`config.mk`:
```
export PLATFORM = sky130hd
export DESIGN_NAME = pipeline_stall_ctrl
export DESIGN_NICKNAME = d
export VERILOG_FILES = /design/src/rtl/pipeline_stall_ctrl.sv
export SDC_FILE = /design/constraint.sdc
export NUM_CORES = 1
export LEC_CHECK = 0
export ABC_AREA = 1
export CAP_MARGIN = 15
export CORE_MARGIN = 2
export CORE_UTILIZATION = 32
export DETAILED_ROUTE_END_ITERATION = 8
export PLACE_DENSITY = 0.76
export SETUP_SLACK_MARGIN = 0.05
export SYNTH_ARGS = -nofsm -noshare
export SYNTH_HDL_FRONTEND = slang
export SYNTH_SLANG_ARGS = --single-unit
```
`constraint.sdc`:
```
create_clock -name clk -period 1.3 [get_ports clk]
set_input_delay 0.13 -clock clk [delete_from_list [all_inputs] [get_ports clk]]
set_output_delay 0.13 -clock clk [all_outputs]
set_load 0.05 [all_outputs]
```
`src/rtl/pipeline_stall_ctrl.sv`:
```
// Central stall/flush/memory-arbitration controller for the 5-stage pipeline.
// Optional performance counters are enabled by defining STALL_PERF_CNT_EN.
module pipeline_stall_ctrl (
  input  logic        clk,
  input  logic        rst,
  input  logic        IDEX_MemRead,
  input  logic [3:0]  IDEX_WReg,
  input  logic [3:0]  IFID_RegA,
  input  logic [3:0]  IFID_RegB,
  input  logic        IFID_UsesA,
  input  logic        IFID_UsesB,
  input  logic        branch_taken,
  input  logic        halt_ID,
  input  logic        halt_WB,
  input  logic        icache_miss,
  input  logic        dcache_miss,
  input  logic        mem_fill_done,
  output logic        PC_WE,
  output logic        IFID_WE,
  output logic        IDEX_WE,
  output logic        EXMEM_WE,
  output logic        MEMWB_WE,
  output logic        IFID_Flush,
  output logic        IDEX_Flush,
  output logic        mem_grant_i,
  output logic        mem_grant_d,
  output logic        halted
`ifdef STALL_PERF_CNT_EN
  ,
  output logic [15:0] dstall_cnt,
  output logic [15:0] istall_cnt,
  output logic [15:0] hazard_cnt
`endif
);

  typedef enum logic [1:0] {RUN, IFILL, DFILL, HALTED} state_t;

  state_t state_q, state_d;
  logic   halt_pending_q, halt_pending_d;
  logic   frozen;
  logic   load_use;
  logic   lu_stall;

  assign frozen = (state_q == DFILL) || ((state_q == IFILL) && dcache_miss) ||
                  (state_q == HALTED);

  assign load_use = IDEX_MemRead && (IDEX_WReg != '0) &&
                    ((IFID_UsesA && (IFID_RegA == IDEX_WReg)) ||
                     (IFID_UsesB && (IFID_RegB == IDEX_WReg)));

  assign lu_stall = load_use && !frozen && !rst;

  always_comb begin
    state_d = state_q;
    unique case (state_q)
      RUN: begin
        if (dcache_miss)      state_d = DFILL;
        else if (icache_miss) state_d = IFILL;
      end
      IFILL: begin
        // A D miss raised during the I fill is queued behind it, no RUN gap.
        if (mem_fill_done) state_d = dcache_miss ? DFILL : RUN;
      end
      DFILL: begin
        if (mem_fill_done) state_d = RUN;
      end
      HALTED: state_d = HALTED;
      default: state_d = RUN;
    endcase
    if (halt_WB && (state_q != HALTED)) state_d = HALTED;
  end

  assign halt_pending_d = halt_pending_q || (halt_ID && !frozen);

  always_ff @(posedge clk) begin
    if (rst) begin
      state_q        <= RUN;
      halt_pending_q <= 1'b0;
    end else begin
      state_q        <= state_d;
      halt_pending_q <= halt_pending_d;
    end
  end

  always_comb begin
    PC_WE      = 1'b1;
    IFID_WE    = 1'b1;
    IDEX_WE    = 1'b1;
    EXMEM_WE   = 1'b1;
    MEMWB_WE   = 1'b1;
    IFID_Flush = 1'b0;
    IDEX_Flush = 1'b0;
    if (rst) begin
      // Reset keeps every stage loading so the pipeline registers clear.
    end else if (frozen) begin
      PC_WE    = 1'b0;
      IFID_WE  = 1'b0;
      IDEX_WE  = 1'b0;
      EXMEM_WE = 1'b0;
      MEMWB_WE = 1'b0;
    end else if (load_use) begin
      PC_WE      = 1'b0;
      IFID_WE    = 1'b0;
      IDEX_Flush = 1'b1;
    end else if (branch_taken) begin
      IFID_Flush = 1'b1;
    end else if ((state_q == IFILL) || halt_pending_q) begin
      PC_WE      = 1'b0;
      IFID_Flush = 1'b1;
    end
  end

  assign mem_grant_i = !rst && (state_q == IFILL);
  assign mem_grant_d = !rst && (state_q == DFILL);
  assign halted      = (state_q == HALTED);

`ifdef STALL_PERF_CNT_EN
  logic [15:0] dstall_q, dstall_d;
  logic [15:0] istall_q, istall_d;
  logic [15:0] hazard_q, hazard_d;

  always_comb begin
    dstall_d = dstall_q;
    istall_d = istall_q;
    hazard_d = hazard_q;
    if ((state_q == DFILL) && (dstall_q != '1)) dstall_d = dstall_q + 16'd1;
    if ((state_q == IFILL) && (istall_q != '1)) istall_d = istall_q + 16'd1;
    if (lu_stall && (hazard_q != '1))           hazard_d = hazard_q + 16'd1;
  end

  always_ff @(posedge clk) begin
    if (rst) begin
      dstall_q <= '0;
      istall_q <= '0;
      hazard_q <= '0;
    end else begin
      dstall_q <= dstall_d;
      istall_q <= istall_d;
      hazard_q <= hazard_d;
    end
  end

  assign dstall_cnt = dstall_q;
  assign istall_cnt = istall_q;
  assign hazard_cnt = hazard_q;
`else
  logic unused_lu_stall;
  assign unused_lu_stall = lu_stall;
`endif

endmodule

```
; ---- Word level (Yosys, flattened, before mapping)
; Cells that the tools add are included.
[word_totals]
ff_bits = 3
inputBits = 23
[op_classes]
eq_ne = 9
n_reduce_logical = 19
muxes = 25
[ops]
columns = op, count
row1 = $mux 1, 18
row2 = $mux 2, 6
row3 = $logic_and 1x1->1, 9
row4 = $eq 4x4->1, 2
row5 = $pmux 2 s4, 1
row6 = $ne 3x2->1 const B, 2
row7 = $logic_or 1x1->1, 5
row8 = $eq 2x2->1 const B, 2
row9 = $ne 4x4->1 const B, 1
row10 = $reduce_bool 4->1, 1
row11 = $reduce_and 3->1, 1
row12 = $eq 2x1->1 const B, 1
row13 = $logic_not 1->1, 2
row14 = $logic_not 2->1, 1
row15 = $ne 2x2->1 const B, 1

; ---- Longest topological paths before layout
[depth]
ltp_word = 7
depth_mapped = 9
mapped_depth_nobuf = 9

; ---- Worst setup path after synthesis
; OpenSTA, ideal clock, no wires.
[synth_timing]
kind = register -> output
startpoint = register state_q[1]
endpoint = output port IFID_Flush
path_stages_with_launch = 6
path_buffers = 0
slack_ps = -332
t_required_ps = 1170
t_arrival_ps = 1502
path_cell_list = dfxtp_1 -> nor2_1 -> nor2_2 -> inv_1 -> o211ai_1 -> a21oi_1
[synth_between]
elab_chain_len = 7
elab_cells_between_ends = 12
cone_classes = eq/ne (3) / mux (5) / reduce/logical (4)
[synth_lines]
columns = item, line_no
row1 = start: declaration, 38  ; state_t state_q, state_d;
row2 = start signal: assignment, 80  ; state_q <= state_d;
row3 = $eq 2x1->1, "44, 107"
row4 = $logic_or 1x1->1, 107  ; end else if ((state_q == IFILL) || halt_pending_q) begin
row5 = $mux 1, 107
row6 = $mux 1, 105  ; end else if (branch_taken) begin
row7 = $mux 1, 101  ; end else if (load_use) begin
row8 = $mux 1 (*), 95  ; end else if (frozen) begin
row9 = $mux 1 (*), 93  ; if (rst) begin
row10 = end: declaration, 23  ; output logic IFID_Flush,
; Every way passes the cells marked *; elsewhere a longest branch is shown, timed or not.

; ---- Worst setup path after layout
; Ends and elaborated chain as after synthesis.

==> results.sh <==
export IMPL_core_um2=1300
export IMPL_die_area_um2=1700
export IMPL_final_common_cell="nand2_1"
export IMPL_power_density_nw_per_um2=787
export IMPL_ys_ff_latch=3
export IMPL_r2r_start="state_q[1]"
export IMPL_diodes=0
export IMPL_run_status="complete, but fails checks"
export IMPL_hpwl_um=1200
export IMPL_rows=13
export IMPL_synth_compound_area_share_pct=13.6
export IMPL_numPortBuffers=32
export IMPL_yosys_area_share_xor_xnor_pct=1.98
export IMPL_r2r_worst_path_cells=5
export IMPL_setup_viol=7
export IMPL_n_fill_cell=76
export IMPL_maxCapViolCount=0
export IMPL_ant_nets=0
export IMPL_fin_tns_setup_ps=-692
export IMPL_gp_congestion=0.748
export IMPL_grt_pass1_vias=714
export IMPL_grt_start_max_net_pins=6
export IMPL_grt_pass1_wl_um=2880
export IMPL_setup_slack_ps=-180
export IMPL_hold_class="in2reg"
export IMPL_critPathKind="reg2out"
export IMPL_fin_skew_ps=4.85
export IMPL_tightest_slew_ps=330
export IMPL_synth_warnings=0
export IMPL_total_power_w=0.000836
export IMPL_power_leakage_nw=0.547
export IMPL_crit_fanout=4
export IMPL_drv_slew=0
export IMPL_netlist_top_cells_area="nand2_1, dfxtp_1, inv_1, nor2_1, nand2_2"
export IMPL_ff2ff_setup_slack_ps=110
export IMPL_clockBufferDepth=2
export IMPL_min_to="halt_pending_q"
export IMPL_grt_usage_pct=26.9
export IMPL_hold_depth=3
export IMPL_ys_seq_area_share_pct=13.6
export IMPL_critPathArrivalTime_ps=1350
export IMPL_hold_buffers=0
export IMPL_ir_drop_mv=0.593
export IMPL_netlist_area_um2=443
export IMPL_dr_total_vias=697
export IMPL_synthMuxAreaShare_pct=0
export IMPL_firstDrtPassIters=7
export IMPL_tritoncts="yes"
export IMPL_fin_crit_ps=1480
export IMPL_grt_antenna_before_repair=0
export IMPL_drive_gt1_share_pct=47.7
export IMPL_hp_start="halt_ID"
export IMPL_failed_checks="negative setup slack"
export IMPL_dr_first_iter_drc_count=18
export IMPL_start_util_pct=34.0
export IMPL_cts_root_buffer="clkbuf_4"
export IMPL_globalRoute_totalOverflow=0
export IMPL_cts_buffers=3
export IMPL_crit_path_end_kind="primary output"
export IMPL_wl_per_cell_um=14.1
export IMPL_synth_simple_area_share_pct=54.0
export IMPL_slew_headroom_pct=77.9
export IMPL_timing_hold_ws_ps=460
export IMPL_synth_largest_area_cell="nand2_1"
export IMPL_syn2layout_area_growth_pct=140
export IMPL_min_period_over_period_pct=114
export IMPL_syn_nets=108
export IMPL_required_ps=1170
export IMPL_syn_inst=85
export IMPL_fmax_mhz=676
export IMPL_io_pins=33
export IMPL_critPathLaunchType="flop"
export IMPL_routed_wl_um=2070
export IMPL_synth_area_per_cell_um2=5.21
export IMPL_nNetsFinal=156
export IMPL_reg2reg_to="state_q[0]"
export IMPL_synth_top_family_by_area="simple AND/OR/NAND/NOR gates"
export IMPL_ys_types=20
export IMPL_die_height_um=41.2
export IMPL_rsz0062_at_grt="yes"
export IMPL_drc=0
export IMPL_final_cell_mix="nand2_1, buf_4, inv_1, buf_12"
export IMPL_synth_adder_area_share_pct=0
export IMPL_vias_per_cell=4.74
export IMPL_finalHoldViolCount=0
export IMPL_yosysTopAreaCellShare_pct=22.0
export IMPL_clock_latency_ps=240
export IMPL_cts_num_sinks=3
export IMPL_die_w_um=41.2
export IMPL_cts_htree_levels=1
export IMPL_cts_reportedPaths_clkPinSlew_ps=40
export IMPL_final_core_utilization_pct=81.6
sequential cells by signal, summed over array words and instances (netlist names):
name	count
halt_pending_q	1
state_q	2
worst max-delay path, cell delays in order (launching register included):
cell	delay, ps
dfxtp_4	370
nor2_4	110
nor2_2	60
inv_2	80
o211ai_1	150
a21oi_4	180
buf_12	150
per-stage QoR:
stage / area (µm²) / std cells / worst slack (ps)
2_1_floorplan: 458 / 85 / -53.6
3_3_place_gp: 915 / 136 / -322
6_report: 1060 / 147 / -180
4_1_cts: 1020 / 145 / -102
3_5_place_dp: 915 / 136 / -361
5_1_grt: 1060 / 147 / -241
worst max-delay path by stage:
| stage | start | endpoint | slack (ps) | cells after the start |
|---|---|---|---|---|
| floorplan | state_q[1] | IFID_Flush | -50 | 5 |
| global placement | IDEX_WReg[2] | PC_WE | -320 | 11 |
| detailed placement | IDEX_WReg[2] | IDEX_Flush | -360 | 10 |
| CTS | state_q[1] | IFID_Flush | -100 | 6 |
| global route | state_q[1] | IFID_Flush | -240 | 6 |
| finish | state_q[1] | IFID_Flush | -180 | 6 |
cell type report:
| cell class | count | area (µm²) | share of cell area, % |
|---|---|---|---|
| Timing Repair Buffer | 45 | 483 | 45.5 |
| Multi-Input combinational cell | 64 | 407 | 38.3 |
| Sequential cell | 3 | 65.1 | 6.12 |
| Inverter | 16 | 62.6 | 5.89 |
| Clock buffer | 4 | 26.3 | 2.47 |
| Tap cell | 15 | 18.8 | 1.77 |
metal layers:
layer / track usage [%] / wire, µm
met1: 27.2 / 821
met3: 1.63 / 51
met4: 19.4 / 38
met2: 50.8 / 1160
met5: 0 / 0
cell families (layout without fill, tap and decap cells):
logic type / Yosys count / after routing
flip-flops: 3 / 3
buffers and inverters: 18 / 65
AO/OA/AOI/OAI: 9 / 9
AND/OR/NAND/NOR: 54 / 54
XOR/XNOR: 1 / 1
cell usage after synthesis:
cell and number:
a211oi_1 1, a21boi_0 1, a21oi_1 3, buf_4 2, clkinv_1 1, dfxtp_1 3
inv_1 12, inv_2 3, nand2_1 26, nand2_2 6, nand3_1 5, nor2_1 12
nor2_2 3, nor3_1 1, nor3_2 1, o211ai_1 1, o21ai_0 1, o21ai_1 1
o31ai_2 1, xnor2_1 1
where the power goes:
part           switching [W]  internal, W
Clock              0.0000501     0.000115
Combinational       0.000291     0.000255
Sequential         0.0000203     0.000105
timing repair:
item / in CTS / in global routing
pin swaps: 15 / 4
resized for setup: 50 / 11
endpoints found under the setup margin: 7 / 11
setup buffers: 5 / 2
Power figures use the tool's default switching activity.
